`src/rtl/tsc_mc_control_pkg.sv`:
```
// rtl/tsc_mc_control_pkg.sv - TSC opcodes, FSM states and control-select constants
//
// Purpose: shared encodings for the TSC multicycle control unit: ISA
// opcode/func values, FSM state encoding, instruction classes, PC source,
// ALU compare result, ALU operation and datapath select constants.
// Ports: none (package).

package tsc_mc_control_pkg;

  // ISA opcodes, IR[15:12]
  localparam logic [3:0] OP_BNE   = 4'd0;
  localparam logic [3:0] OP_BEQ   = 4'd1;
  localparam logic [3:0] OP_BGZ   = 4'd2;
  localparam logic [3:0] OP_BLZ   = 4'd3;
  localparam logic [3:0] OP_ADI   = 4'd4;
  localparam logic [3:0] OP_ORI   = 4'd5;
  localparam logic [3:0] OP_LHI   = 4'd6;
  localparam logic [3:0] OP_LWD   = 4'd7;
  localparam logic [3:0] OP_SWD   = 4'd8;
  localparam logic [3:0] OP_JMP   = 4'd9;
  localparam logic [3:0] OP_JAL   = 4'd10;
  localparam logic [3:0] OP_RTYPE = 4'd15;

  // R-type func codes, IR[5:0]
  localparam logic [5:0] FN_ADD = 6'd0;
  localparam logic [5:0] FN_SUB = 6'd1;
  localparam logic [5:0] FN_AND = 6'd2;
  localparam logic [5:0] FN_ORR = 6'd3;
  localparam logic [5:0] FN_NOT = 6'd4;
  localparam logic [5:0] FN_TCP = 6'd5;
  localparam logic [5:0] FN_SHL = 6'd6;
  localparam logic [5:0] FN_SHR = 6'd7;
  localparam logic [5:0] FN_JPR = 6'd25;
  localparam logic [5:0] FN_JRL = 6'd26;
  localparam logic [5:0] FN_WWD = 6'd28;
  localparam logic [5:0] FN_HLT = 6'd29;

  typedef enum logic [2:0] {
    S_IF   = 3'd0,
    S_ID   = 3'd1,
    S_EX   = 3'd2,
    S_MEM  = 3'd3,
    S_WB   = 3'd4,
    S_HALT = 3'd5
  } state_e;

  typedef enum logic [3:0] {
    CLS_NOP    = 4'd0,
    CLS_RTYPE  = 4'd1,
    CLS_IALU   = 4'd2,
    CLS_LWD    = 4'd3,
    CLS_SWD    = 4'd4,
    CLS_BRANCH = 4'd5,
    CLS_JMP    = 4'd6,
    CLS_JAL    = 4'd7,
    CLS_JPR    = 4'd8,
    CLS_JRL    = 4'd9,
    CLS_WWD    = 4'd10,
    CLS_HLT    = 4'd11
  } inst_cls_e;

  // PC source select
  localparam logic [1:0] PC_SEQ     = 2'd0;
  localparam logic [1:0] PC_ALUOUT  = 2'd1;
  localparam logic [1:0] PC_JTARGET = 2'd2;
  localparam logic [1:0] PC_REG     = 2'd3;

  // ALU_Cmp: A versus B
  localparam logic [1:0] CMP_EQ = 2'b00;
  localparam logic [1:0] CMP_GT = 2'b01;
  localparam logic [1:0] CMP_LT = 2'b10;

  // ALU operations
  localparam logic [3:0] ALU_ADD = 4'd0;
  localparam logic [3:0] ALU_SUB = 4'd1;
  localparam logic [3:0] ALU_AND = 4'd2;
  localparam logic [3:0] ALU_ORR = 4'd3;
  localparam logic [3:0] ALU_NOT = 4'd4;
  localparam logic [3:0] ALU_TCP = 4'd5;
  localparam logic [3:0] ALU_SHL = 4'd6;
  localparam logic [3:0] ALU_SHR = 4'd7;
  localparam logic [3:0] ALU_LHI = 4'd8;
  localparam logic [3:0] ALU_CMP = 4'd9;

  // Datapath selects
  localparam logic [1:0] REGDST_RD = 2'd0;
  localparam logic [1:0] REGDST_RT = 2'd1;
  localparam logic [1:0] REGDST_R2 = 2'd2;

  localparam logic [1:0] WSRC_ALU = 2'd0;
  localparam logic [1:0] WSRC_MEM = 2'd1;
  localparam logic [1:0] WSRC_PC  = 2'd2;

  localparam logic [1:0] ALUSRCA_RF_RS  = 2'd0;
  localparam logic [1:0] ALUSRCA_SEQ_PC = 2'd1;

  localparam logic [1:0] ALUSRCB_RF_RT    = 2'd0;
  localparam logic [1:0] ALUSRCB_I_OFFSET = 2'd1;
  localparam logic [1:0] ALUSRCB_ZERO     = 2'd2;

  // Branch condition from the EX-state compare of rs against rt or zero.
  function automatic logic branch_taken(input logic [3:0] opcode, input logic [1:0] cmp);
    logic taken;
    taken = 1'b0;
    case (opcode)
      OP_BEQ:  taken = (cmp == CMP_EQ);
      OP_BNE:  taken = (cmp != CMP_EQ);
      OP_BGZ:  taken = (cmp == CMP_GT);
      OP_BLZ:  taken = (cmp == CMP_LT);
      default: taken = 1'b0;
    endcase
    return taken;
  endfunction

endpackage

```
`src/rtl/tsc_ctrl_decode.sv`:
```
// rtl/tsc_ctrl_decode.sv - opcode/func to instruction class and EX-state ALU controls
//
// Purpose: combinational decode of the latched instruction fields.
// Ports:
//   opcode_i     in  4  IR[15:12]
//   func_i       in  6  IR[5:0]
//   cls_o        out    instruction class (undefined encodings -> CLS_NOP)
//   ex_aluop_o   out 4  ALU operation used in EX
//   ex_alusrcb_o out 2  ALU operand B select used in EX

module tsc_ctrl_decode
  import tsc_mc_control_pkg::*;
(
  input  logic [3:0] opcode_i,
  input  logic [5:0] func_i,
  output inst_cls_e  cls_o,
  output logic [3:0] ex_aluop_o,
  output logic [1:0] ex_alusrcb_o
);

  always_comb begin
    cls_o        = CLS_NOP;
    ex_aluop_o   = ALU_ADD;
    ex_alusrcb_o = ALUSRCB_I_OFFSET;
    case (opcode_i)
      OP_BNE, OP_BEQ: begin
        cls_o        = CLS_BRANCH;
        ex_aluop_o   = ALU_CMP;
        ex_alusrcb_o = ALUSRCB_RF_RT;
      end
      OP_BGZ, OP_BLZ: begin
        // sign tests compare rs against a constant zero operand
        cls_o        = CLS_BRANCH;
        ex_aluop_o   = ALU_CMP;
        ex_alusrcb_o = ALUSRCB_ZERO;
      end
      OP_ADI: cls_o = CLS_IALU;
      OP_ORI: begin
        cls_o      = CLS_IALU;
        ex_aluop_o = ALU_ORR;
      end
      OP_LHI: begin
        cls_o      = CLS_IALU;
        ex_aluop_o = ALU_LHI;
      end
      OP_LWD: cls_o = CLS_LWD;
      OP_SWD: cls_o = CLS_SWD;
      OP_JMP: cls_o = CLS_JMP;
      OP_JAL: cls_o = CLS_JAL;
      OP_RTYPE: begin
        ex_alusrcb_o = ALUSRCB_RF_RT;
        case (func_i)
          FN_ADD: begin cls_o = CLS_RTYPE; ex_aluop_o = ALU_ADD; end
          FN_SUB: begin cls_o = CLS_RTYPE; ex_aluop_o = ALU_SUB; end
          FN_AND: begin cls_o = CLS_RTYPE; ex_aluop_o = ALU_AND; end
          FN_ORR: begin cls_o = CLS_RTYPE; ex_aluop_o = ALU_ORR; end
          FN_NOT: begin cls_o = CLS_RTYPE; ex_aluop_o = ALU_NOT; end
          FN_TCP: begin cls_o = CLS_RTYPE; ex_aluop_o = ALU_TCP; end
          FN_SHL: begin cls_o = CLS_RTYPE; ex_aluop_o = ALU_SHL; end
          FN_SHR: begin cls_o = CLS_RTYPE; ex_aluop_o = ALU_SHR; end
          FN_JPR: cls_o = CLS_JPR;
          FN_JRL: cls_o = CLS_JRL;
          FN_WWD: cls_o = CLS_WWD;
          FN_HLT: cls_o = CLS_HLT;
          default: cls_o = CLS_NOP;
        endcase
      end
      default: cls_o = CLS_NOP;
    endcase
  end

endmodule

```
`src/rtl/tsc_mc_control.sv`:
```
// rtl/tsc_mc_control.sv - TSC multicycle control FSM with memory handshake and retire counter
//
// Purpose: sequences IF/ID/EX/MEM/WB/HALT and drives the datapath controls.
// Ports:
//   clk, reset           clock, synchronous active-high reset
//   opcode, func         latched instruction fields
//   ALU_Cmp              compare result of the current ALU inputs
//   inputReady           memory completion pulse
//   readM, writeM        memory requests, held until inputReady
//   IRWrite, RegWrite    IR load / register-file write enables
//   RegDst, RegWriteSrc  write-address and write-data selects
//   ALUOp, ALUSrcA/B     ALU operation and operand selects
//   PCWrite, PCSrc       PC update strobe and source
//   output_active        WWD port strobe
//   is_halted            HLT reached
//   num_inst             retired instruction count

module tsc_mc_control
  import tsc_mc_control_pkg::*;
#(
  parameter int WORD_SIZE  = 16,
  parameter int NUM_INST_W = 16
) (
  input  logic                  clk,
  input  logic                  reset,
  input  logic [3:0]            opcode,
  input  logic [5:0]            func,
  input  logic [1:0]            ALU_Cmp,
  input  logic                  inputReady,
  output logic                  readM,
  output logic                  writeM,
  output logic                  IRWrite,
  output logic                  RegWrite,
  output logic [1:0]            RegDst,
  output logic [1:0]            RegWriteSrc,
  output logic [3:0]            ALUOp,
  output logic [1:0]            ALUSrcA,
  output logic [1:0]            ALUSrcB,
  output logic                  PCWrite,
  output logic [1:0]            PCSrc,
  output logic                  output_active,
  output logic                  is_halted,
  output logic [NUM_INST_W-1:0] num_inst
);

  // The opcode/func field positions are fixed by the 16-bit TSC encoding.
  if (WORD_SIZE != 16) begin : g_word_size_check
    $error("tsc_mc_control: WORD_SIZE must be 16");
  end

  state_e                  state_q, state_d;
  logic [NUM_INST_W-1:0]   num_inst_q, num_inst_d;
  inst_cls_e               cls;
  logic [3:0]              ex_aluop;
  logic [1:0]              ex_alusrcb;

  tsc_ctrl_decode u_decode (
    .opcode_i     (opcode),
    .func_i       (func),
    .cls_o        (cls),
    .ex_aluop_o   (ex_aluop),
    .ex_alusrcb_o (ex_alusrcb)
  );

  // State register
  always_ff @(posedge clk) begin
    if (reset) begin
      state_q <= S_IF;
    end else begin
      state_q <= state_d;
    end
  end

  // Next-state logic
  always_comb begin
    state_d = state_q;
    case (state_q)
      S_IF: if (inputReady) state_d = S_ID;
      S_ID: begin
        case (cls)
          CLS_JMP, CLS_JPR, CLS_WWD, CLS_NOP: state_d = S_IF;
          CLS_JAL, CLS_JRL:                   state_d = S_WB;
          CLS_HLT:                            state_d = S_HALT;
          default:                            state_d = S_EX;
        endcase
      end
      S_EX: begin
        case (cls)
          CLS_BRANCH:       state_d = S_IF;
          CLS_LWD, CLS_SWD: state_d = S_MEM;
          default:          state_d = S_WB;
        endcase
      end
      S_MEM: begin
        if (cls != CLS_LWD && cls != CLS_SWD) begin
          state_d = S_IF;
        end else if (inputReady) begin
          state_d = (cls == CLS_LWD) ? S_WB : S_IF;
        end
      end
      S_WB:   state_d = S_IF;
      S_HALT: state_d = S_HALT;
      default: state_d = S_IF;
    endcase
  end

  // Output logic; every PCWrite pulse marks a retired instruction.
  always_comb begin
    readM         = 1'b0;
    writeM        = 1'b0;
    IRWrite       = 1'b0;
    RegWrite      = 1'b0;
    RegDst        = '0;
    RegWriteSrc   = '0;
    ALUOp         = '0;
    ALUSrcA       = '0;
    ALUSrcB       = '0;
    PCWrite       = 1'b0;
    PCSrc         = '0;
    output_active = 1'b0;
    is_halted     = 1'b0;
    if (!reset) begin
      case (state_q)
        S_IF: begin
          readM   = 1'b1;
          IRWrite = inputReady;
        end
        S_ID: begin
          // Precompute PC+1+imm so EX/branches can use ALUOut as the target.
          ALUSrcA = ALUSRCA_SEQ_PC;
          ALUSrcB = ALUSRCB_I_OFFSET;
          ALUOp   = ALU_ADD;
          case (cls)
            CLS_JMP: begin PCWrite = 1'b1; PCSrc = PC_JTARGET; end
            CLS_JPR: begin PCWrite = 1'b1; PCSrc = PC_REG; end
            CLS_WWD: begin PCWrite = 1'b1; PCSrc = PC_SEQ; output_active = 1'b1; end
            CLS_NOP: begin PCWrite = 1'b1; PCSrc = PC_SEQ; end
            default: ;
          endcase
        end
        S_EX: begin
          ALUSrcA = ALUSRCA_RF_RS;
          ALUSrcB = ex_alusrcb;
          ALUOp   = ex_aluop;
          if (cls == CLS_BRANCH) begin
            PCWrite = 1'b1;
            PCSrc   = branch_taken(opcode, ALU_Cmp) ? PC_ALUOUT : PC_SEQ;
          end
        end
        S_MEM: begin
          readM  = (cls == CLS_LWD);
          writeM = (cls == CLS_SWD);
          if (cls == CLS_SWD && inputReady) begin
            PCWrite = 1'b1;
            PCSrc   = PC_SEQ;
          end
        end
        S_WB: begin
          RegWrite = 1'b1;
          PCWrite  = 1'b1;
          case (cls)
            CLS_RTYPE: begin RegDst = REGDST_RD; RegWriteSrc = WSRC_ALU; PCSrc = PC_SEQ; end
            CLS_LWD:   begin RegDst = REGDST_RT; RegWriteSrc = WSRC_MEM; PCSrc = PC_SEQ; end
            CLS_JAL:   begin RegDst = REGDST_R2; RegWriteSrc = WSRC_PC;  PCSrc = PC_JTARGET; end
            CLS_JRL:   begin RegDst = REGDST_R2; RegWriteSrc = WSRC_PC;  PCSrc = PC_REG; end
            default:   begin RegDst = REGDST_RT; RegWriteSrc = WSRC_ALU; PCSrc = PC_SEQ; end
          endcase
        end
        S_HALT: is_halted = 1'b1;
        default: ;
      endcase
    end
  end

  // Retired-instruction counter, wraps naturally at 2^NUM_INST_W.
  always_comb begin
    num_inst_d = num_inst_q;
    if (PCWrite) num_inst_d = num_inst_q + NUM_INST_W'(1);
  end

  always_ff @(posedge clk) begin
    if (reset) begin
      num_inst_q <= '0;
    end else begin
      num_inst_q <= num_inst_d;
    end
  end

  assign num_inst = num_inst_q;

endmodule

```
`config.mk`:
```
export PLATFORM = sky130hd
export DESIGN_NAME = tsc_mc_control
export DESIGN_NICKNAME = d
export VERILOG_FILES = /design/src/rtl/tsc_mc_control_pkg.sv /design/src/rtl/tsc_ctrl_decode.sv /design/src/rtl/tsc_mc_control.sv
export SDC_FILE = /design/constraint.sdc
export NUM_CORES = 1
export LEC_CHECK = 0
export ABC_AREA = 0
export CAP_MARGIN = 20
export CORE_ASPECT_RATIO = 0.9
export CORE_UTILIZATION = 40
export DETAILED_ROUTE_END_ITERATION = 10
export GPL_TIMING_DRIVEN = 0
export PLACE_DENSITY = 0.71
export SYNTH_ARGS = -nofsm -noshare
export SYNTH_HDL_FRONTEND = slang
export SYNTH_SLANG_ARGS = --single-unit
```
`constraint.sdc`:
```
create_clock -name clk -period 3.29 [get_ports clk]
set_input_delay 0.658 -clock clk [delete_from_list [all_inputs] [get_ports clk]]
set_output_delay 0.658 -clock clk [all_outputs]
set_load 0.1 [all_outputs]
```
[Yosys cells after proc, flatten, opt, wreduce, memory -nomap -nowiden]
Cells that the tools add are included.
Storage, ports and cells
  register bits: 19
  input port bits: 15
  output and inout port bits: 37
  word-level logic and storage cells: 115
Operators by class
  add/subtract/negate cells: 1
  equal/unequal tests: 43
  muxes and demuxes: 52
  reduce and logical (&&, ||, !) cells: 17
Operators by type and width (number)
  4-bit by 3-bit equality test with 1-bit output (second input constant): 8
  4-bit equality test (second input constant): 8
  4-bit case mux with 7 select lines: 1
  6-bit by 3-bit equality test with 1-bit output (second input constant): 4
  6-bit by 5-bit equality test with 1-bit output (second input constant): 4
  2-bit case mux with 2 select lines: 6
  1-bit 2-to-1 mux: 23
  3-bit case mux with 7 select lines: 1
  4-bit case mux with 5 select lines: 1
  16-bit by 1-bit adder with 16-bit output (second input constant): 1
  4-bit case mux with 4 select lines: 1
  3-bit case mux with 5 select lines: 1
  4-bit by 2-bit equality test with 1-bit output (second input constant): 3
  6-bit by 2-bit equality test with 1-bit output (second input constant): 2
  2-bit 2-to-1 mux: 6
  3-bit 2-to-1 mux: 4
  3-bit case mux with 3 select lines: 1
  4-bit by 1-bit equality test with 1-bit output (second input constant): 2
  4-bit logical NOT: 2
  4-bit 2-to-1 mux: 2
  1-bit case mux with 4 select lines: 2
  4-bit OR reduction: 2
  8-bit OR reduction: 1
  3-bit by 2-bit equality test with 1-bit output (second input constant): 2
  20 further kinds: 25

[Logic depth before layout (Yosys ltp)]
Gate-level depths: netlist of run 1.
  word-level depth: 12
  depth in mapped cells: 9

[Modules after synthesis]
A second synthesis of run 1 with hierarchy kept.
Second synthesis, totals
  cell total of the unflattened synthesis: 224
  area total of the unflattened synthesis: 1650.3 µm²
By module, submodules not included
  tsc_mc_control: instances 1, cells each 192, area an instance 1418.9 µm²
  tsc_ctrl_decode: instances 1, cells each 32, area an instance 231.5 µm²

[Worst setup path before layout of run 1]
No wires, ideal clock.
  kind: input -> output
  from: input func[1]
  to: output RegDst[0]
  arrival time: 3.694 ns
  required time: 2.632 ns
  slack: -1.062 ns
  stages on the path: 6
  buffers on the path: 1
  cells stage by stage: or3b_4 > o221ai_2 > a221o_1 > buf_6 > a21o_1 > nor3_1
Between the ends
  cells in the longest elaborated chain, start to end: 9
  elaborated cells between the ends (all ways): 22
RTL lines
  start: declaration: line tsc_mc_control.sv:27  | input logic [5:0] func,
  6-bit by 1-bit equality test with 1-bit output (tied with other cells): line tsc_ctrl_decode.sv:52  | case (func_i)
  8-bit OR reduction (no source line)
  4-bit case mux with 5 select lines (*): line tsc_ctrl_decode.sv:52
  4-bit case mux with 7 select lines (*): line tsc_ctrl_decode.sv:25  | case (opcode_i)
  4-bit equality test / 4-bit by 3-bit equality test with 1-bit output (equally long branches): line tsc_mc_control.sv:161  | case (cls)
  2-bit OR reduction (no source line)
  2-bit case mux with 2 select lines (*): line tsc_mc_control.sv:161
  2-bit 2-to-1 mux (*): line tsc_mc_control.sv:123  | case (state_q)
  2-bit 2-to-1 mux (*): line tsc_mc_control.sv:122  | if (!reset) begin
  end: declaration: line tsc_mc_control.sv:34  | output logic [1:0] RegDst,
Every way passes the cells marked *; elsewhere a longest branch is shown, timed or not.

[Worst setup path after layout of run 1]
  from: input func[1]
  to: output PCSrc[0]
Between the ends
  cells in the longest elaborated chain, start to end: 8
  elaborated cells between the ends (all ways): 25
RTL lines
  6-bit by 1-bit equality test with 1-bit output (tied with other cells): line tsc_ctrl_decode.sv:52
  8-bit OR reduction (no source line)
  4-bit case mux with 5 select lines (*): line tsc_ctrl_decode.sv:52
  4-bit case mux with 7 select lines (*): line tsc_ctrl_decode.sv:25
  4-bit equality test (tied with other cells): line tsc_mc_control.sv:161
  2-bit case mux with 2 select lines (tied with other cells): line tsc_mc_control.sv:161
  2-bit case mux with 3 select lines (*): line tsc_mc_control.sv:123
  2-bit 2-to-1 mux (*): line tsc_mc_control.sv:122
  end: declaration: line tsc_mc_control.sv:40  | output logic [1:0] PCSrc,
Marked as above.

==> reports/results.ini, run 1 <==
[global_route]
grt_overflow=0
grt_max_degree=20
antenna_found_initial=0
grt_pass1_wl_um=7070
grt_pass1_vias=1488
grt_usage_pct=22.6

[pwr]
seq_power_share_pct=40.6
leakage_nw=0.827
finalPower_mw=0.586
switching_share_pct=36.3
power_switching_mw=0.213
ir_worst_vdd_mv=0.164
power_density_mw_per_mm2=263
pwr-share-comb_pct=31.5
p_int_mw=0.373
clockPowerShare_pct=27.9

[final_layout]
antenna_cells=0
drive_gt1_share_pct=20.2
area.growth.synth_to_final_pct=39.0
fillers=401
multi_input_comb_area_mm2=0.00119
final_core_util_pct=58.8
nNetsFinal=289
layout.area.seq_um2=380

[yosys]
synth-adder-area-share_pct=0.781
yosys.area.top_type_share_pct=23.8
synth-compound-area-share_pct=25.2
ys_ff_latch=19
synth_top_family_by_area=simple AND/OR/NAND/NOR gates
synth_top_cell_by_area=dfxtp_1
synth-edff-count=0
yosys.area_share.xor_xnor_pct=2.73
synth_fp_nets=235
ys.flop_type=dfxtp_1
synthMuxAreaShare_pct=3.91
synth_warnings=0
avgSynthCellArea_um2=7.31
async_flop_share_pct=0
syn_area_mm2=0.00160
ys_types=52
synth-simple-area-share_pct=36.6
synth-seq-area-share_pct=23.8
yosys-top-cells-area=dfxtp_1 (24%), a21oi_1 (5.9%), nand2_1 (4.5%)
netlist_instances=219

[route]
drt_first_pass_iters=4
wl_met1_um=2290
routed_wl_um=4510
vias=1810
dr_wl_met2_um=1880
via_per_inst=5.69
post-route-drc-count=0
wl_met3_um=298
ant_nets=0
drt-initial-drc-count=98
top_layer=met4
wl_per_cell_um=14.2

[sta]
slew_headroom_pct=34.6
setup_viol=0
rsz0062_at_grt=no
holdWs_ns=0.503
hold_viol_final=0
worst_clock_skew_ns=0.00162
max_freq_ghz=0.314
finalSetupTns_ns=0
finalCriticalPeriod_ns=3.18
tightest_slew_ns=0.978
finalCritPeriodShare_pct=96.7
slew_viol_final=0

[worst_hold_path]
hold_path.class=reg2reg
hold_depth=2

[worst_setup_path]
endpoint=PCSrc[0]
arrival_ns=2.52
reg2reg_slack_ns=1.08
path_max_fanout=8
r2r-start=state_q[0]$_SDFFE_PP0P_
r2r_cells=7
startpoint_type=input pin
rr_endpoint=num_inst[15]$_SDFFE_PP0P_
critPathKind=in2out
endpoint_kind=output port
worstPathRequired_ns=2.63
crit_start=func[1]

[outcome]
outcome=complete, no violations

[cts]
cts-hold-fix-buffers=0
clk_path_buf_depth=2
root_buffer=clkbuf_8
cts_tree=yes
clkTransAtPathRegs_ns=0.07
cts_sinks=19
htreeDepth=1
insertion_delay_ns=0.26
cts_made_buffers=3

[die]
io_pins=52
row_count=21
die_h_um=62.0
die_w_um=68.7
dieArea_mm2=0.00426
core_area_mm2=0.00378
start_util_pct=42.3

[run]
cap_violations=0

[placed_design]
portBuffers=49
hpwl_um=3450
place.gp.congestion=0.870

## state kept, by name, indices dropped and copies added (netlist names)
register  cells
num_inst     16
state_q       3
## cells by family after synthesis
group	Yosys count
AO/OA/AOI/OAI	62
XOR/XNOR	5
adder cells (fa/ha/maj)	1
buffers and inverters	23
flip-flops	19
multiplexers	6
other	1
AND/OR/NAND/NOR	102
## worst max-delay path, cell delays in order
cell and delay, ns:
buf_2 0.14, or3b_4 0.25, o221ai_2 0.09, a221o_1 0.33
buf_6 0.15, mux2i_1 0.12, o32a_1 0.35, a31oi_2 0.18
buf_6 0.25
## cells in the final DEF, fill, tap and decap left out, types with 4 or more instances in the layout
| cell type | n |
|---|---|
| inv_1 | 6 |
| clkbuf_2 | 8 |
| clkdlybuf4s50_1 | 22 |
| nand2b_1 | 6 |
| buf_2 | 6 |
| buf_6 | 6 |
| dfxtp_1 | 19 |
| o21ai_0 | 13 |
| nand2_1 | 19 |
| clkbuf_1 | 10 |
| or4_1 | 7 |
| o31ai_1 | 8 |
| nand3_1 | 5 |
| nor3_2 | 5 |
| a21oi_1 | 19 |
| mux2i_1 | 4 |
| or3_1 | 5 |
| nor2b_1 | 6 |
| nand4_1 | 6 |
| nor2_1 | 15 |
| and3_1 | 5 |
## per-layer routing
layer  up-vias  GRT usage (%)
met5         -              0
met4         0           4.37
met3         5           3.28
met2        53           31.2
met1       833           36.1
li1        919              -
## worst min-delay path by stage
stage,start,endpoint,slack [ns]
after floorplan,state_q[1]$_SDFFE_PP0P_,state_q[1]$_SDFFE_PP0P_,0.67
after global placement,num_inst[8]$_SDFFE_PP0P_,num_inst[8]$_SDFFE_PP0P_,0.48
after detailed placement,num_inst[8]$_SDFFE_PP0P_,num_inst[8]$_SDFFE_PP0P_,0.49
after CTS,num_inst[8]$_SDFFE_PP0P_,num_inst[8]$_SDFFE_PP0P_,0.50
after global routing,num_inst[10]$_SDFFE_PP0P_,num_inst[10]$_SDFFE_PP0P_,0.53
final,num_inst[13]$_SDFFE_PP0P_,num_inst[13]$_SDFFE_PP0P_,0.50
## what timing repair did
action	4_1_cts	5_1_grt
setup buffers	1	0
setup endpoints to repair	16	12
gates resized for setup	92	25
pin swaps	3	4
## metrics by stage
step | worst slack [ns] | std cells | area (um^2)
6_report | 0.109 | 318 | 2230
5_1_grt | 0.0112 | 318 | 2230
4_1_cts | 0.0000970 | 318 | 2250
3_5_place_dp | -1.37 | 314 | 2190
3_3_place_gp | -1.36 | 314 | 2190
2_1_floorplan | -0.749 | 219 | 1650
## cells in the mapped netlist, types with 6 or more instances
cell type,number
a21oi_1,19
dfxtp_1,19
nand2_1,19
nor2_1,18
o21ai_0,14
clkbuf_1,11
nor3_1,9
o31ai_1,8
inv_1,7
nand2b_1,7
or4_1,7
nand4_1,6
nor2b_1,6
## cell type report
type | count | share of cell area, %
Multi-Input combinational cell | 177 | 53.3
Timing Repair Buffer | 50 | 19.9
Sequential cell | 19 | 17.1
Buffer | 15 | 3.71
Tap cell | 46 | 2.59
Clock buffer | 3 | 1.85
Inverter | 7 | 1.35
Clock inverter | 1 | 0.225
## power groups by stage
stage	Combinational [mW]	Clock, mW	Sequential [mW]
floorplan	0.124	0	0.252
global placement	0.186	0	0.243
detailed placement	0.187	0	0.243
CTS	0.185	0.167	0.238
global route	0.199	0.176	0.238
finish	0.184	0.164	0.238
(Power assumes the default switching activity.)
==> inputs of run 2 (changes only) <==
--- a/config.mk
+++ b/config.mk
@@ -12,6 +12,7 @@
 export DETAILED_ROUTE_END_ITERATION = 10
 export GPL_TIMING_DRIVEN = 0
 export PLACE_DENSITY = 0.71
+export SETUP_SLACK_MARGIN = 0.5
 export SYNTH_ARGS = -nofsm -noshare
 export SYNTH_HDL_FRONTEND = slang
 export SYNTH_SLANG_ARGS = --single-unit
==> run 2 against run 1 <==
  * Non-clock buffer count increased by 15
  * Wire length increased by 11%
  * Count of clock-buffer cells in the layout up 1
  * Clock skew increased by 0.0014 ns
  * First-iteration DRC count increased by 7.1%
  * Maximum frequency up 4.2%
  * Final cell count is 4.7% higher
  * Sequential cell count is the same
  * Clock power about the same
  * Setup slack better by 0.13 ns
  * Die area is the same
  * Sequential power is essentially flat
  * Critical path type unchanged
==> reports/results.ini, run 2 (same netlist as run 1, synthesis figures left out) <==
[final_layout]
largest_reg_flops=16  ; unchanged
layout.area.seq_um2=380  ; unchanged
fillers=335  ; was 401
area.growth.synth_to_final_pct=64.9  ; was 39.0%
layout_common_cells=a21oi_1 (19), clkdlybuf4s50_1 (19), dfxtp_1 (19)  ; was clkdlybuf4s50_1 (22), nand2_1 (19), a21oi_1 (19), dfxtp_1 (19), nor2_1 (15)
nNetsFinal=304  ; was 289
antenna_cells=0  ; unchanged
multi_input_comb_area_mm2=0.00134  ; was 0.00119 mm^2
drive_gt1_share_pct=32.1  ; was 20.2%
final_core_util_pct=69.8  ; was 58.8%

[global_route]
antenna_found_initial=0  ; unchanged
grt_pass1_wl_um=6910  ; was 7070 um
grt_max_degree=11  ; was 20
grt_overflow=0  ; unchanged
grt_pass1_vias=1456  ; was 1488
grt_usage_pct=21.8  ; was 22.6%

[route]
wl_per_cell_um=15.0  ; was 14.2 um
ant_nets=0  ; unchanged
drt_first_pass_iters=4  ; unchanged
drt-initial-drc-count=105  ; was 98
vias=1896  ; was 1810
routed_wl_um=4990  ; was 4510 um
via_per_inst=5.69  ; about the same
post-route-drc-count=0  ; unchanged

[worst_setup_path]
rr_endpoint=num_inst[15]$_SDFFE_PP0P_  ; unchanged
crit_start=func[1]  ; unchanged
arrival_ns=2.39  ; was 2.52 ns
r2r-start=state_q[0]$_SDFFE_PP0P_  ; unchanged
r2r_cells=8  ; was 7
endpoint_kind=output port  ; unchanged
crit_buf_inv=3  ; unchanged
reg2reg_slack_ns=0.96  ; was 1.08 ns
critPathKind=in2out  ; unchanged
worst_path_dominant_cell_family=compound AO/OA/AOI/OAI gates  ; unchanged
slowest_stage=a221o_1  ; was o32a_1
cpPeakStageDelay_ns=0.35  ; about the same
path_max_fanout=6  ; was 8
worstPathRequired_ns=2.63  ; about the same
startpoint_type=input pin  ; unchanged
path_cells=buf_8 > or3b_4 > o221ai_4 > a221o_1 > buf_6 > mux2i_1 > o32a_1 > a31oi_4 > buf_12  ; was buf_2 > or3b_4 > o221ai_2 > a221o_1 > buf_6 > mux2i_1 > o32a_1 > a31oi_2 > buf_6

[sta]
finalSetupTns_ns=0  ; unchanged
hold_viol_final=0  ; unchanged
finalCriticalPeriod_ns=3.05  ; was 3.18 ns
slew_headroom_pct=34.5  ; was 34.6%
worst_clock_skew_ns=0.00303  ; was 0.00162 ns
finalCritPeriodShare_pct=92.8  ; was 96.7%
setup_viol=0  ; unchanged
rsz0062_at_grt=yes  ; was no
max_freq_ghz=0.328  ; was 0.314 GHz
slew_viol_final=0  ; unchanged
tightest_slew_ns=0.979  ; was 0.978 ns

[worst_hold_path]
hp-start=num_inst[6]$_SDFFE_PP0P_  ; was num_inst[13]$_SDFFE_PP0P_
hold_depth=2  ; unchanged
holdPathEnd=num_inst[6]$_SDFFE_PP0P_  ; was num_inst[13]$_SDFFE_PP0P_
hold_path.class=reg2reg  ; unchanged

[die]
die_w_um=68.7  ; unchanged
io_pins=52  ; unchanged
row_count=21  ; unchanged
core_area_mm2=0.00378  ; unchanged
dieArea_mm2=0.00426  ; unchanged
die_h_um=62.0  ; unchanged
start_util_pct=42.3  ; unchanged

[pwr]
finalPower_mw=0.635  ; was 0.586 mW
ir_worst_vdd_mv=0.171  ; was 0.164 mV
power_density_mw_per_mm2=241  ; was 263 mW/mm^2
leakage_nw=0.982  ; was 0.827 nW

[cts]
clkTransAtPathRegs_ns=0.07  ; about the same
cts-hold-fix-buffers=0  ; unchanged
cts_sinks=19  ; unchanged
cts_made_buffers=3  ; unchanged
insertion_delay_ns=0.25  ; was 0.26 ns
root_buffer=clkbuf_8  ; unchanged
cts_tree=yes  ; unchanged
clk_path_buf_depth=2  ; unchanged
htreeDepth=1  ; unchanged

[placed_design]
hpwl_um=3550  ; was 3450 um
place.gp.congestion=0.860  ; was 0.870
portBuffers=49  ; unchanged

[run]
cap_violations=0  ; unchanged

[outcome]
outcome=complete, no violations  ; unchanged

==> run 2: changes by cell type in the layout (fill, tap and decap cells not counted), sizes merged <==
| cell | before | now |
|---|---|---|
| buf | 16 | 43 |
| clkbuf | 22 | 18 |
| clkdlybuf4s50 | 22 | 19 |
| dlygate4sd2 | 2 | 0 |
| clkdlybuf4s18 | 1 | 0 |
| clkinv | 1 | 0 |
| dlymetal6s2s | 1 | 0 |
==> run 2: layout make-up <==
cell class	instances	share of cell area, %
multi-input cells	177	50.7
repair buffers	64	25.0
flip-flops and latches	19	14.4
plain buffers	16	4.83
well taps	46	2.18
clock buffers	4	1.71
inverters	7	1.14
==> run 2: power breakdown <==
part / internal, mW / switching (mW)
Clock: 0.0861 / 0.0775
Combinational: 0.0867 / 0.147
Sequential: 0.233 / 0.00459
Total: 0.406 / 0.230
==> run 2: metrics by stage <==
step / hold WS, ns / std cells / cell area [um^2] / worst slack (ns)
2_1_floorplan: 0.664 / 219 / 1810 / 0.182
3_3_place_gp: 0.487 / 314 / 2350 / -1.39
5_1_grt: 0.533 / 333 / 2640 / 0.179
6_report: 0.510 / 333 / 2640 / 0.238
3_5_place_dp: 0.492 / 314 / 2350 / -1.40
4_1_cts: 0.503 / 325 / 2510 / 0.169
==> run 2: repair_timing <==
action,in CTS,in global routing
gates resized for setup,163,37
buffers inserted,7,8
pin swaps,9,10
setup endpoints to repair,34,15
==> run 2: worst min-delay path: cells and delay by family, from the launching register on <==
kind	cells	cell delay (ns)
flops	1	0.34
compound gates	2	0.13
==> run 2: how the worst max path moves through the flow <==
| stage | to | slack (ns) | cells past startpoint |
|---|---|---|---|
| finish | PCSrc[0] | 0.24 | 9 |
| global route | PCSrc[0] | 0.18 | 10 |
| CTS | PCSrc[0] | 0.17 | 9 |
| detailed placement | PCSrc[0] | -1.40 | 8 |
| global placement | PCSrc[0] | -1.39 | 8 |
| floorplan | PCSrc[0] | 0.18 | 7 |
==> run 2: layer usage <==
metal	vias up	routed length, um	GRT usage (%)
met5	-	0	0
met3	2	348	4.56
met2	62	2200	30.1
met1	876	2420	34.4
li1	956	-	-
met4	0	15	3.79
